**src/rtl/qpi_dsm_write_ctrl_pkg.sv**
```systemverilog
// Shared QPI types for the DSM write controller: CSR view, FSM states,
// DSM line offsets and the write-request bundle.
package qpi_dsm_write_ctrl_pkg;

    localparam int CL_ADDR_W = 58;
    localparam int CL_DATA_W = 512;

    localparam logic [CL_ADDR_W-1:0] DSM_ID_OFFSET = 58'd0;
    localparam logic [CL_ADDR_W-1:0] DSM_STAT_BASE = 58'd1;

    typedef struct packed {
        logic [63:0] afu_dsm_base;
        logic        afu_dsm_base_valid;
        logic        afu_en;
    } afu_csr_t;

    typedef enum logic [2:0] {
        IDLE,
        WR_ID,
        WAIT_ID,
        READY,
        WR_STAT,
        WAIT_STAT
    } dsm_state_e;

    typedef struct packed {
        logic                 valid;
        logic [CL_ADDR_W-1:0] addr;
        logic [CL_DATA_W-1:0] data;
    } wr_req_t;

    // Cache-line address of a DSM entry; the add wraps naturally at 58 bits.
    function automatic logic [CL_ADDR_W-1:0] dsm_line(
        input logic [CL_ADDR_W-1:0] baseLine,
        input logic [CL_ADDR_W-1:0] offset
    );
        return baseLine + offset;
    endfunction

endpackage

```
**src/rtl/qpi_rr_arb2.sv**
```systemverilog
// Two-way round-robin arbiter: combinational grant, pointer favours the
// requester that was not granted last.
module qpi_rr_arb2 (
    input  logic       clk,
    input  logic       reset,
    input  logic [1:0] req_i,
    input  logic       accept_i,
    output logic [1:0] grant_o
);

    logic ptr_q;
    logic ptr_d;

    always_comb begin
        grant_o = req_i;
        if (req_i == 2'b11) begin
            grant_o = ptr_q ? 2'b10 : 2'b01;
        end
        ptr_d = ptr_q;
        if (accept_i && (grant_o != 2'b00)) begin
            ptr_d = grant_o[0];
        end
    end

    always_ff @(posedge clk or posedge reset) begin
        if (reset) begin
            ptr_q <= 1'b0;
        end else begin
            ptr_q <= ptr_d;
        end
    end

endmodule

```
**src/rtl/qpi_dsm_write_ctrl.sv**
```systemverilog
// Writes the AFU ID to DSM line 0 after enable, then serialises status
// words from two requesters into the following DSM lines, one write at a time.
module qpi_dsm_write_ctrl
    import qpi_dsm_write_ctrl_pkg::*;
#(
    parameter logic [127:0] AFU_ID = 128'h0,
    parameter int           N_STAT = 2
) (
    input  logic                   clk,
    input  logic                   reset,
    input  afu_csr_t               csr,
    input  logic                   tx_almost_full,
    output logic                   tx_wr_valid,
    output logic [CL_ADDR_W-1:0]   tx_wr_addr,
    output logic [CL_DATA_W-1:0]   tx_wr_data,
    input  logic                   rx_wr_ack,
    input  logic [N_STAT-1:0]      stat_req,
    input  logic [N_STAT-1:0][31:0] stat_data,
    output logic [N_STAT-1:0]      stat_grant,
    output logic                   afu_ready
);

    dsm_state_e           state_q;
    wr_req_t              wrReq_q;
    logic                 afuReady_q;
    logic [31:0]          holdWord_q;
    logic                 statSel_q;
    logic [1:0]           arbReq;
    logic [1:0]           arbGrant;
    logic [CL_ADDR_W-1:0] baseLine;
    logic                 unusedCsrBits;

    assign baseLine      = csr.afu_dsm_base[63:6];
    assign unusedCsrBits = ^csr.afu_dsm_base[5:0];

    // Requests are only visible to the arbiter while idle-ready and enabled,
    // so a grant always coincides with the capture into the holding register.
    assign arbReq = (state_q == READY && csr.afu_en) ? stat_req : 2'b00;

    qpi_rr_arb2 u_arb (
        .clk      (clk),
        .reset    (reset),
        .req_i    (arbReq),
        .accept_i (|arbGrant),
        .grant_o  (arbGrant)
    );

    assign stat_grant  = arbGrant;
    assign tx_wr_valid = wrReq_q.valid;
    assign tx_wr_addr  = wrReq_q.addr;
    assign tx_wr_data  = wrReq_q.data;
    assign afu_ready   = afuReady_q;

    always_ff @(posedge clk or posedge reset) begin
        if (reset) begin
            state_q    <= IDLE;
            wrReq_q    <= '0;
            afuReady_q <= 1'b0;
            holdWord_q <= '0;
            statSel_q  <= 1'b0;
        end else begin
            wrReq_q.valid <= 1'b0;
            case (state_q)
                IDLE: begin
                    if (csr.afu_dsm_base_valid && csr.afu_en) begin
                        state_q <= WR_ID;
                    end
                end
                WR_ID: begin
                    if (!csr.afu_en) begin
                        state_q <= IDLE;
                    end else if (!tx_almost_full) begin
                        wrReq_q.valid <= 1'b1;
                        wrReq_q.addr  <= dsm_line(baseLine, DSM_ID_OFFSET);
                        wrReq_q.data  <= {384'b0, AFU_ID};
                        state_q       <= WAIT_ID;
                    end
                end
                WAIT_ID: begin
                    if (rx_wr_ack) begin
                        if (csr.afu_en) begin
                            state_q    <= READY;
                            afuReady_q <= 1'b1;
                        end else begin
                            state_q <= IDLE;
                        end
                    end
                end
                READY: begin
                    if (!csr.afu_en) begin
                        state_q    <= IDLE;
                        afuReady_q <= 1'b0;
                    end else if (|arbGrant) begin
                        holdWord_q <= arbGrant[1] ? stat_data[1] : stat_data[0];
                        statSel_q  <= arbGrant[1];
                        state_q    <= WR_STAT;
                    end
                end
                WR_STAT: begin
                    if (!csr.afu_en) begin
                        state_q    <= IDLE;
                        afuReady_q <= 1'b0;
                    end else if (!tx_almost_full) begin
                        wrReq_q.valid <= 1'b1;
                        wrReq_q.addr  <= dsm_line(baseLine,
                                                  DSM_STAT_BASE + {57'b0, statSel_q});
                        wrReq_q.data  <= {480'b0, holdWord_q};
                        state_q       <= WAIT_STAT;
                    end
                end
                WAIT_STAT: begin
                    if (rx_wr_ack) begin
                        if (csr.afu_en) begin
                            state_q <= READY;
                        end else begin
                            state_q    <= IDLE;
                            afuReady_q <= 1'b0;
                        end
                    end
                end
                default: begin
                    state_q <= IDLE;
                end
            endcase
        end
    end

endmodule
```
**config.mk**
```make
export PLATFORM = sky130hd
export DESIGN_NAME = qpi_dsm_write_ctrl
export DESIGN_NICKNAME = d
export VERILOG_FILES = /design/src/rtl/qpi_dsm_write_ctrl_pkg.sv /design/src/rtl/qpi_rr_arb2.sv /design/src/rtl/qpi_dsm_write_ctrl.sv
export SDC_FILE = /design/constraint.sdc
export NUM_CORES = 1
export LEC_CHECK = 0
export BUFFER_PORTS_ARGS = -buffer_cell sky130_fd_sc_hd__buf_2
export CAP_MARGIN = 10
export CELL_PAD_IN_SITES_DETAIL_PLACEMENT = 1
export CELL_PAD_IN_SITES_GLOBAL_PLACEMENT = 1
export CORE_AREA = 10 10 271 273
export CTS_BUF_LIST = sky130_fd_sc_hd__clkbuf_4 sky130_fd_sc_hd__clkbuf_8
export CTS_CLUSTER_DIAMETER = 40
export DETAILED_ROUTE_END_ITERATION = 6
export DIE_AREA = 0 0 281 283
export PLACE_DENSITY = 0.48
export SYNTH_ARGS = -nofsm -noshare
export SYNTH_HDL_FRONTEND = slang
export SYNTH_SLANG_ARGS = --single-unit
```
**constraint.sdc**
```tcl
create_clock -name clk -period 4.6 [get_ports clk]
set_input_delay 0.46 -clock clk [delete_from_list [all_inputs] [get_ports clk]]
set_output_delay 0.46 -clock clk [all_outputs]
set_load 0.005 [all_outputs]
```
==> impl_results.md, run 1 <==
* Mapped cell area at 0.0105 mm2
* Hold Violations, Final at 0
* Synth warn at 0
* Inst Count DP at 2282
* Detail Route Antenna Nets at 0
* Placed cell areas at 0.0109 mm2
* Root buf cell: clkbuf_8
* Post-synthesis async set-or-reset flop share at 100%
* Die Wd at 281 um
* Post-synthesis simple-gate area fraction at 14.4%
* FF/Latch Area at 0.00323 mm2
* Total clock sinks at 129
* Slew @ Worst Pin at 0.840 ns
* Initial DRC count at 334
* Clock transition at path regs at 0.09 ns
* Largest family of logic cells by synthesized area: buffers and inverters
* Post-synthesis adder-cell area fraction at 0.238%
* Design Area, Final at 0.0114 mm2
* Peak Freq at 0.309 GHz
* First-pass GRT wire length at 61300 um
* Synth top area share at 34.3%
* Int Pwr at 2990 uW
* Area Growth Syn to Fin at 8.42%
* Clock latency at the later pin of the worst-skew pair at 0.55 ns
* Die height at 283 um
* Pwr Total at 4870 uW
* Vias/cell at 3.48
* Number of synthesized flops with an enable pin at 0
* CP max stage delay at 0.72 ns
* Max cap viols at 0
* Share of layout cells above drive strength 1 at 20.5%
* Delay-heaviest family, CP: simple AND/OR/NAND/NOR gates
* Multiplexer area fraction after synthesis at 3.83%
* WP depth at 9
* Critical path required time at 5.07 ns
* Tmin final at 3.23 ns
* Max Slew Vio Count at 0
* Compound-Gate Fraction of Synth Area at 13.6%
* GR Overflow Total at 0
* I/O Pins at 710
* Synth area leader: buf_4
* Port Buffer Count at 223
* DR DRC count at 0
* Fillers at 8314
* Number of hold buffers added after cts at 0
* Post-Route Skew at 0.0264 ns
* Slowest CP cell: or4_1
* Max_slew headroom at 44.0%
* Area of the multi-input gates at 0.00522 mm2
* Initial antenna violation count at 6
* Cell Rows at 96
* Power Density at 427 mW/mm2
* First drt pass iteration count at 4
* Outcome: finished clean
* Post-Syn Instances at 1212
* Worst r2r path cells at 9
* Tcrit/Tclk final at 70.3%
* Seq/Total Area, Yosys at 30.7%
* Startpoint Class: register
* Via count at 8071
* Top-count cell post-synth: buf_4
* Tot GR Track Use at 10.3%
* Register bit total from synthesis at 129
* Setup Crit Path Kind: reg2reg
* Syn Area/Cell at 8.68 um2
* Post-CTS Setup Repair Bufs at 0
* CP cell instances: inv_1 -> ha_1 -> inv_1 -> ha_1 -> nand4_1 -> nor4_4 -> nand4_1 -> or4_1 -> nand3_1
* Top_reg_cell synth: dfrtp_1
* Synth unique cells at 61
* Number of global-route vias before repair at 8937
* Power share of the sequential group at 39.3%
* Min-Delay Path Class: in2async
* Synth top cells by count: buf_4, dfrtp_1, nand2_1
* Final setup viols at 0
* Switch share at 38.6%
* Crit path DAT at 3.70 ns
* Pre-CTS WS at 1.14 ns
* CTS tree: yes
* Synth Area in XOR/XNOR at 0.0833%
* CP Max Fanout at 13
* Total CTS buffers at 17
* Combinational share of power at 35.3%
* Clk pwr share at 25.4%
* Largest net degree at the start of global routing at 78
* Max Root-Sink Buffers at 2
* Core ar. at 0.0681 mm2
* GP Congestion at 0.733
* DIE AREA at 0.0795 mm2
* Average wire per standard cell at 18.4 um
* Htree depth at 4
* Routed WL at 42600 um
* DPL Wire Length at 34300 um
* Fin cells at 2317
* RSZ-0062 raised after global routing: false
* P_leak at 0.00603 uW
* Resized Gates After CTS at 0
* Switching power total at 1880 uW
* Ranking of synthesized cells by area: buf_4, dfrtp_1, mux2i_1
* Final WS setup at 1.37 ns
* Max IR drop VDD at 0.184 mV
* Crit end category: register
* Layout Nets at 1557
* Sum of negative setup slack at 0 ns
* WP buf/inv at 2
* Initial Utilization at 15.4%
state kept, by name (all words and copies together), names as in the netlist:
signal / count
statSel_q: 1
tx_wr_valid: 1
afu_ready: 1
tx_wr_data: 32
u_arb.ptr_q: 1
tx_wr_addr: 58
state_q: 3
holdWord_q: 32
per-layer routing:
| metal | track usage, % | share of wire, % | vias up |
|---|---|---|---|
| li1 | - | - | 3675 |
| met1 | 10.5 | 37 | 3996 |
| met2 | 19.0 | 53 | 355 |
| met3 | 3.94 | 8.2 | 37 |
| met4 | 2.82 | 1.4 | 8 |
| met5 | 0 | 0.13 | - |
worst register-to-register path, delay by kind of cell, from the launching register on:
| family | cells | cell delay [ns] |
|---|---|---|
| AND/OR/NAND/NOR | 5 | 2.18 |
| adder cells (fa/ha/maj) | 2 | 0.52 |
| flip-flops | 1 | 0.33 |
| buffers and inverters | 2 | 0.13 |
final cells by class:
type                            instances  share of cell area [%]
Multi-Input combinational cell       1008                    45.8
Sequential cell                       129                    28.3
Timing Repair Buffer                  241                    11.3
Tap cell                              882                    9.68
Clock buffer                           17                    2.05
Clock inverter                         15                    2.00
Inverter                               22                   0.768
Antenna cell                            3                  0.0658
path summary, 6_finish.rpt:
| path | from | endpoint | slack (ns) |
|---|---|---|---|
| setup / recovery | statSel_q$_DFFE_PP0P_ | tx_wr_addr[50]$_DFFE_PP0P_ | 1.37 |
| hold / removal | reset | tx_wr_data[5]$_DFFE_PP0P_ | 0.04 |
| setup reg to reg | statSel_q$_DFFE_PP0P_ | tx_wr_addr[50]$_DFFE_PP0P_ | 1.37 |
| hold reg to reg | tx_wr_addr[5]$_DFFE_PP0P_ | tx_wr_addr[5]$_DFFE_PP0P_ | 0.50 |
| max in group asynchronous | reset | tx_wr_addr[47]$_DFFE_PP0P_ | 3.69 |
| min in group clk | stat_data[42] | holdWord_q[10]$_DFFE_PP0P_ | 0.16 |
stage by stage:
| stage | util, % | hold WS, ns |
|---|---|---|
| 6_report | 16.7 | 0.0446 |
| 4_1_cts | 16.7 | 0.0172 |
| 5_1_grt | 16.7 | 0.0694 |
| 3_5_place_dp | 16.1 | 0.479 |
| 2_1_floorplan | - | 0.461 |
| 3_3_place_gp | 16.1 | 0.472 |
logic make-up (layout without fill, tap and decap cells):
kind of cell / after synthesis / count (layout)
buffers and inverters: 554 / 295
AND/OR/NAND/NOR: 284 / 284
AO/OA/AOI/OAI: 201 / 201
flip-flops: 129 / 129
multiplexers: 40 / 40
adder cells (fa/ha/maj): 2 / 2
other: 1 / 483
XOR/XNOR: 1 / 1
power by group through the flow:
| stage | registers (uW) | clock network, uW | logic, uW |
|---|---|---|---|
| 5_1_grt | 1990 | 1340 | 1950 |
| 6_report | 1920 | 1240 | 1720 |
| 2_1_floorplan | 1870 | 0 | 1210 |
| 4_1_cts | 1930 | 1320 | 1750 |
| 3_3_place_gp | 1930 | 0 | 1710 |
| 3_5_place_dp | 1940 | 0 | 1740 |
cells in the final DEF (no fill, tap or decap), types with 17 or more instances in the layout:
master and n:
conb_1 480, buf_2 223, dfrtp_1 129, nand2_1 70, nor2_1 54, a21oi_1 48, mux2i_1 38, nand3_1 37
a22o_1 36, o21ai_0 31, nand4_1 30, inv_1 21, clkbuf_8 17
Power figures use the tool's default switching activity.
==> inputs of run 2 (changes only) <==
==> constraint.sdc (replaced) <==
create_clock -name clk -period 3.2 [get_ports clk]
set_input_delay 0.32 -clock clk [delete_from_list [all_inputs] [get_ports clk]]
set_output_delay 0.32 -clock clk [all_outputs]
set_load 0.005 [all_outputs]
==> impl_results.md, run 2 (same netlist as run 1, synthesis figures left out) <==
* Outcome: finished clean
* Port Buffer Count at 223 (unchanged)
* DIE AREA at 0.0795 mm2 (unchanged)
* First drt pass iteration count at 4 (unchanged)
* FF-to-FF Start: statSel_q$_DFFE_PP0P_
* Root buf cell: clkbuf_8
* Max IR drop VDD at 0.269 mV (+46%)
* DPL Wire Length at 34900 um (+1.9%)
* Number of global-route vias before repair at 9255 (+3.6%)
* Pre-CTS WS at 0.457 ns (-0.682 ns)
* CP cell instances: nor2b_1 -> and3_1 -> nand3_2 -> buf_4 -> inv_1 -> buf_2
* Die height at 283 um (unchanged)
* Max Slew Vio Count at 0 (unchanged)
* CP Max Fanout at 67 (+54)
* Htree depth at 4 (unchanged)
* Setup Crit Path Kind: reg2out
* Final WS setup at 0.359 ns (-1.01 ns)
* Worst hold slack at 0.0772 ns (+0.0325 ns)
* Max reg flops at 58 (unchanged)
* First-pass GRT wire length at 62800 um (+2.5%)
* Slowest CP cell: dfrtp_1
* Cell Rows at 96 (unchanged)
* Final core occ at 17.4% (+0.66 points)
* Share of layout cells above drive strength 1 at 20.9% (+0.32 points)
* DR DRC count at 0 (unchanged)
* Largest net degree at the start of global routing at 68 (-13%)
* Met3 Track Usage GR at 3.94% (unchanged)
* R2R Setup Slk at 0.56 ns (-0.81 ns)
* GR Overflow Total at 0 (unchanged)
* Average wire per standard cell at 18.3 um (-0.61%)
* Max Root-Sink Buffers at 2 (unchanged)
* Tmin final at 2.84 ns
* Post-Route Skew at 0.0163 ns (-0.0101 ns)
* GR Util met1 at 10.8% (+0.25 points)
* WHS Path Cells at 3
* Routed WL at 43300 um (+1.5%)
* GP Congestion at 0.758 (+3.3%)
* Power Density at 586 mW/mm2 (+37%)
* Critical path required time at 2.88 ns (-2.19 ns)
* Worst r2r path cells at 10 (+1)
* Via count at 8256 (+2.3%)
* Clock latency at the later pin of the worst-skew pair at 0.54 ns (about the same)
* CTS tree: yes
* Die Wd at 281 um (unchanged)
* Inst Count DP at 2297 (+0.66%)
* RSZ-0062 raised after global routing: false
* Total CTS buffers at 17 (unchanged)
* Clock transition at path regs at 0.09 ns (about the same)
* Total clock sinks at 129 (unchanged)
* M2 GR Usage at 19.3% (+0.27 points)
* Core ar. at 0.0681 mm2 (unchanged)
* Detail Route Antenna Nets at 0 (unchanged)
* Reg-to-Reg End: tx_wr_addr[56]$_DFFE_PP0P_
* CP max stage delay at 0.63 ns (-0.09 ns)
* Tcrit/Tclk final at 88.8%
* Sum of negative setup slack at 0 ns (unchanged)
* WHS Endpoint: tx_wr_addr[0]$_DFFE_PP0P_
* Hold Violations, Final at 0 (unchanged)
* P_leak at 0.00623 uW (+3.4%)
* Crit end category: output pin
* Peak Freq at 0.352 GHz
* Crit path DAT at 2.52 ns (-1.18 ns)
* Tot GR Track Use at 10.5% (+0.22 points)
* Max_slew headroom at 51.8% (+7.8 points)
* Initial antenna violation count at 7 (+1)
* Startpoint Class: register
* Final setup viols at 0 (unchanged)
* Fin cells at 2367 (+2.2%)
* Slew @ Worst Pin at 0.723 ns (-0.117 ns)
* HP Start: csr[8]
* Max cap viols at 0 (unchanged)
* Initial DRC count at 414 (+24%)
* Vias/cell at 3.49 (+0.13%)
* Layout Nets at 1607 (+3.2%)
* Busiest layer in global routing: met2
* Area Growth Syn to Fin at 12.7%
* Resized Gates After CTS at 0 (unchanged)
* Initial Utilization at 15.4% (unchanged)
* Min-Delay Path Class: in2reg
* Commonest non-fill, non-tap cells in the layout: conb_1, buf_2, dfrtp_1
* Most common cell after layout, fill and taps aside: conb_1
* I/O Pins at 710 (unchanged)
run 2: cell type report:
type                       instances  area [um2]
clock buffer                      25         338
timing repair buffer             291        1780
antenna                            3        7.51
multi-input combinational       1008        5220
sequential                       129        3230
inverter                          22        86.3
fill                            8315       56300
clock inverter                     7        96.3
tap                              882        1100
run 2: where the power goes:
part / switching (uW) / internal (uW)
clock network: 812 / 846
logic: 1410 / 1100
registers: 465 / 2310
total: 2690 / 4260
run 2: repair_timing:
item / in CTS / in global routing
setup buffers: 0 / 0
endpoints found under the hold margin: 57 / 0
hold buffers: 35 / 0
run 2: worst max-delay path by stage:
stage / from / end / slack, ns / depth (start not counted)
after floorplan: csr[8] / tx_wr_addr[33]$_DFFE_PP0P_ / 0.90 / 8
after global placement: csr[8] / tx_wr_addr[56]$_DFFE_PP0P_ / 0.46 / 11
after detailed placement: csr[8] / tx_wr_addr[32]$_DFFE_PP0P_ / 0.46 / 12
after CTS: state_q[2]$_DFFE_PP0P_ / stat_grant[1] / 0.24 / 6
after global routing: state_q[2]$_DFFE_PP0P_ / stat_grant[1] / 0.08 / 6
final: state_q[2]$_DFFE_PP0P_ / stat_grant[1] / 0.36 / 6
run 2: per-stage QoR:
| step | instance area (um2) | power [uW] |
|---|---|---|
| final | 11900 | 6950 |
| after global routing | 11800 | 7540 |
| after CTS | 11800 | 7130 |
| after detailed placement | 11100 | 5340 |
| after global placement | 11100 | 5270 |
| after floorplan | 12300 | 4440 |
run 2: routing by layer:
metal | wire length [um] | vias up
met5 | 44 | -
met4 | 779 | 6
met3 | 3360 | 42
met2 | 23100 | 353
met1 | 16000 | 4086
li1 | - | 3769
run 2: worst max-delay path, delay by kind of cell (launching register included):
family,cells,cell delay [ns]
buffers and inverters,3,0.80
and+or+nand+nor,3,0.51
DFF,1,0.63
==> inputs of run 3 (changes only) <==
--- a/config.mk
+++ b/config.mk
@@ -9,12 +9,14 @@
 export CAP_MARGIN = 10
 export CELL_PAD_IN_SITES_DETAIL_PLACEMENT = 1
 export CELL_PAD_IN_SITES_GLOBAL_PLACEMENT = 1
-export CORE_AREA = 10 10 271 273
+export CORE_AREA = 10 10 266 268
 export CTS_BUF_LIST = sky130_fd_sc_hd__clkbuf_4 sky130_fd_sc_hd__clkbuf_8
 export CTS_CLUSTER_DIAMETER = 40
 export DETAILED_ROUTE_END_ITERATION = 6
-export DIE_AREA = 0 0 281 283
-export PLACE_DENSITY = 0.48
+export DIE_AREA = 0 0 276 278
+export PLACE_DENSITY = 0.5
 export SYNTH_ARGS = -nofsm -noshare
 export SYNTH_HDL_FRONTEND = slang
+export SYNTH_HIERARCHICAL = 1
 export SYNTH_SLANG_ARGS = --single-unit
+export TNS_END_PERCENT = 20
==> impl_results.md, run 3 <==
* GR Overflow Total at 0 (unchanged)
* Hold Violations, Final at 0 (unchanged)
* Initial Utilization at 16.4% (+0.97 points)
* Register bit total from synthesis at 129 (unchanged)
* Max IR drop VDD at 0.287 mV (+6.5%)
* Number of global-route vias before repair at 9343 (+0.95%)
* Vias/cell at 3.52 (+0.96%)
* Synth area leader: buf_4
* Slowest CP cell: or4_1
* Initial antenna violation count at 8 (+1)
* Fillers at 8097 (-2.6%)
* CP cell instances: nand2b_1 -> nor2_2 -> and2_1 -> a21boi_0 -> nor2_1 -> a32o_1 -> or4_1 -> o31ai_1
* Max reg flops at 58 (unchanged)
* Max_slew headroom at 30.4% (-21 points)
* Sum of negative setup slack at 0 ns (unchanged)
* Die height at 278 um (-1.8%)
* Initial DRC count at 354 (-14%)
* Seq/Total Area, Yosys at 30.1% (-0.62 points)
* FF/Latch Area at 0.00323 mm2 (unchanged)
* Worst Setup SP: state_q[2]$_DFFE_PP0P_
* FF-to-FF Start: state_q[2]$_DFFE_PP0P_
* Post-Syn Instances at 1239 (+2.2%)
* CTS tree: yes
* Layout Nets at 1604 (-0.19%)
* WP buf/inv at 0 (-3)
* P_leak at 0.00588 uW (-5.5%)
* Core ar. at 0.0654 mm2 (-4.0%)
* Clock latency at the later pin of the worst-skew pair at 0.55 ns (about the same)
* Synth warn at 6 (+6)
* Total clock sinks at 129 (unchanged)
* Ranking of synthesized cells by area: buf_4, dfrtp_1, mux2i_1
* Max Root-Sink Buffers at 2 (unchanged)
* Number of synthesized flops with an enable pin at 0 (unchanged)
* Crit path DAT at 3.29 ns (+0.77 ns)
* Routed WL at 43400 um (+0.38%)
* Final core occ at 17.9% (+0.55 points)
* Syn Area/Cell at 8.66 um2 (-0.15%)
* Max Slew Vio Count at 0 (unchanged)
* Die Wd at 276 um (-1.8%)
* Delay-heaviest family, CP: simple AND/OR/NAND/NOR gates
* Average wire per standard cell at 18.5 um (+1.3%)
* Total CTS buffers at 17 (unchanged)
* Pwr Total at 6410 uW (-7.7%)
* Post-synthesis async set-or-reset flop share at 100% (unchanged)
* DPL Wire Length at 34600 um (-0.93%)
* Outcome: finished clean
* Peak Freq at 0.352 GHz (about the same)
* Setup Crit Path Kind: reg2reg
* Synth unique cells at 61 (unchanged)
* Top-count cell post-synth: buf_4
* First drt pass iteration count at 5 (+1)
* Port Buffer Count at 223 (unchanged)
* Area Growth Syn to Fin at 9.36%
* Mapped cell area at 0.0107 mm2 (+2.1%)
* Clock transition at path regs at 0.08 ns (about the same)
* I/O Pins at 710 (unchanged)
* Worst hold slack at 0.0715 ns (-0.00565 ns)
* Final setup viols at 0 (unchanged)
* Startpoint Class: register
* GP Congestion at 0.768 (+1.4%)
* RSZ-0062 raised after global routing: false
* Post-Route Skew at 0.00783 ns (-0.00845 ns)
* Commonest non-fill, non-tap cells in the layout: conb_1, buf_2, dfrtp_1
* Root buf cell: clkbuf_8
* Detail Route Antenna Nets at 0 (unchanged)
* Most common cell after layout, fill and taps aside: conb_1
* Tcrit/Tclk final at 88.9% (about the same)
* DIE AREA at 0.0767 mm2 (-3.5%)
* Critical path required time at 3.65 ns (+0.77 ns)
* Share of layout cells above drive strength 1 at 21.2% (+0.33 points)
* Area of the multi-input gates at 0.00543 mm2 (+4.2%)
* Tot GR Track Use at 10.8% (+0.34 points)
* Max cap viols at 0 (unchanged)
* Slew @ Worst Pin at 1.04 ns (+0.322 ns)
* Power Density at 546 mW/mm2 (-6.8%)
* Tmin final at 2.84 ns (+0.00205 ns)
* Min-Delay Path Class: in2reg
* Pre-CTS WS at 0.321 ns (-0.136 ns)
* Largest net degree at the start of global routing at 71 (+4.4%)
* Via count at 8258 (+0.024%)
* Crit end category: register
* Htree depth at 4 (unchanged)
* HP Start: stat_data[22]
* Synth top cells by count: buf_4, dfrtp_1, nand2_1
* Top_reg_cell synth: dfrtp_1
* CP Max Fanout at 10 (-85%)
* CP max stage delay at 0.50 ns (-0.13 ns)
* First-pass GRT wire length at 63100 um (+0.37%)
* Final WS setup at 0.357 ns (-0.00205 ns)
* Synth top area share at 33.6% (-0.77 points)
* Cell Rows at 94 (-2.1%)
* DR DRC count at 0 (unchanged)
==> run 3: cell types whose count changed after synthesis, moves of 5 or more <==
cell and change:
and3_1 -9, or3_1 +5, nand2_1 +10, buf_2 +7
clkbuf_1 -5, and2_1 +14, o311ai_1 +11, nor2_1 +5
o311ai_0 -5, a221o_1 -8, nand3_1 -5
==> run 3: path summary, 6_finish.rpt <==
check                                             endpoint  slack [ns]  depth (start not counted)
worst min register to register  tx_wr_addr[20]$_DFFE_PP0P_        0.49                          2
min in group asynchronous          u_arb/ptr_q$_DFFE_PP0P_        0.22                          3
worst max-delay path                state_q[2]$_DFFE_PP0P_        0.36                          8
max in group asynchronous       tx_wr_addr[29]$_DFFE_PP0P_        1.77                          4
worst max register to register      state_q[2]$_DFFE_PP0P_        0.36                          8
worst min-delay path            holdWord_q[22]$_DFFE_PP0P_        0.07                          3
==> run 3: through the flow <==
stage,instance area [um2],instances
finish,11700,2345
global route,11700,2344
CTS,11700,2341
detailed placement,11100,2295
global placement,11100,2295
floorplan,12500,1718
==> run 3: where the power goes <==
part / switching [uW] / internal (uW) / leakage [uW] / total [uW]
logic: 1290 / 857 / 0.00400 / 2150
clock network: 818 / 858 / 0.000219 / 1680
registers: 374 / 2210 / 0.00167 / 2590
==> run 3: worst min-delay path, stage by stage <==
cell,delay (ns)
buf_2,0.07
mux2i_1,0.05
a21oi_1,0.13
==> run 3: layout make-up <==
| class | count | area share [%] |
|---|---|---|
| Antenna cell | 3 | 0.0640 |
| Tap cell | 864 | 9.21 |
| Sequential cell | 129 | 27.5 |
| Clock buffer | 21 | 2.46 |
| Inverter | 21 | 0.704 |
| Clock inverter | 11 | 1.28 |
| Multi-Input combinational cell | 1036 | 46.3 |
| Timing Repair Buffer | 260 | 12.5 |
==> run 3: cell families after synthesis <==
| group | share of synthesized area (%) |
|---|---|
| other | 0.0349 |
| adder cells (fa/ha/maj) | 0.350 |
| buffers and inverters | 36.4 |
| multiplexers | 4.03 |
| XOR/XNOR | 0.0816 |
| flip-flops | 30.1 |
| AND/OR/NAND/NOR | 16.2 |
| AO/OA/AOI/OAI | 12.9 |
==> run 3: what timing repair did <==
action                                 CTS  global route
endpoints found under the hold margin   14             0
buffers inserted                         0             1
hold buffers                            14             0
gates resized for setup                  0             1
setup endpoints to repair                0             1
==> run 3: metal layers <==
metal  share of wire, %  track usage, %  vias up
met3                7.2            4.04       49
li1                   -               -     3788
met5              0.062               0        -
met4                2.2            4.18        4
met1                 39            11.7     4025
met2                 51            19.0      392
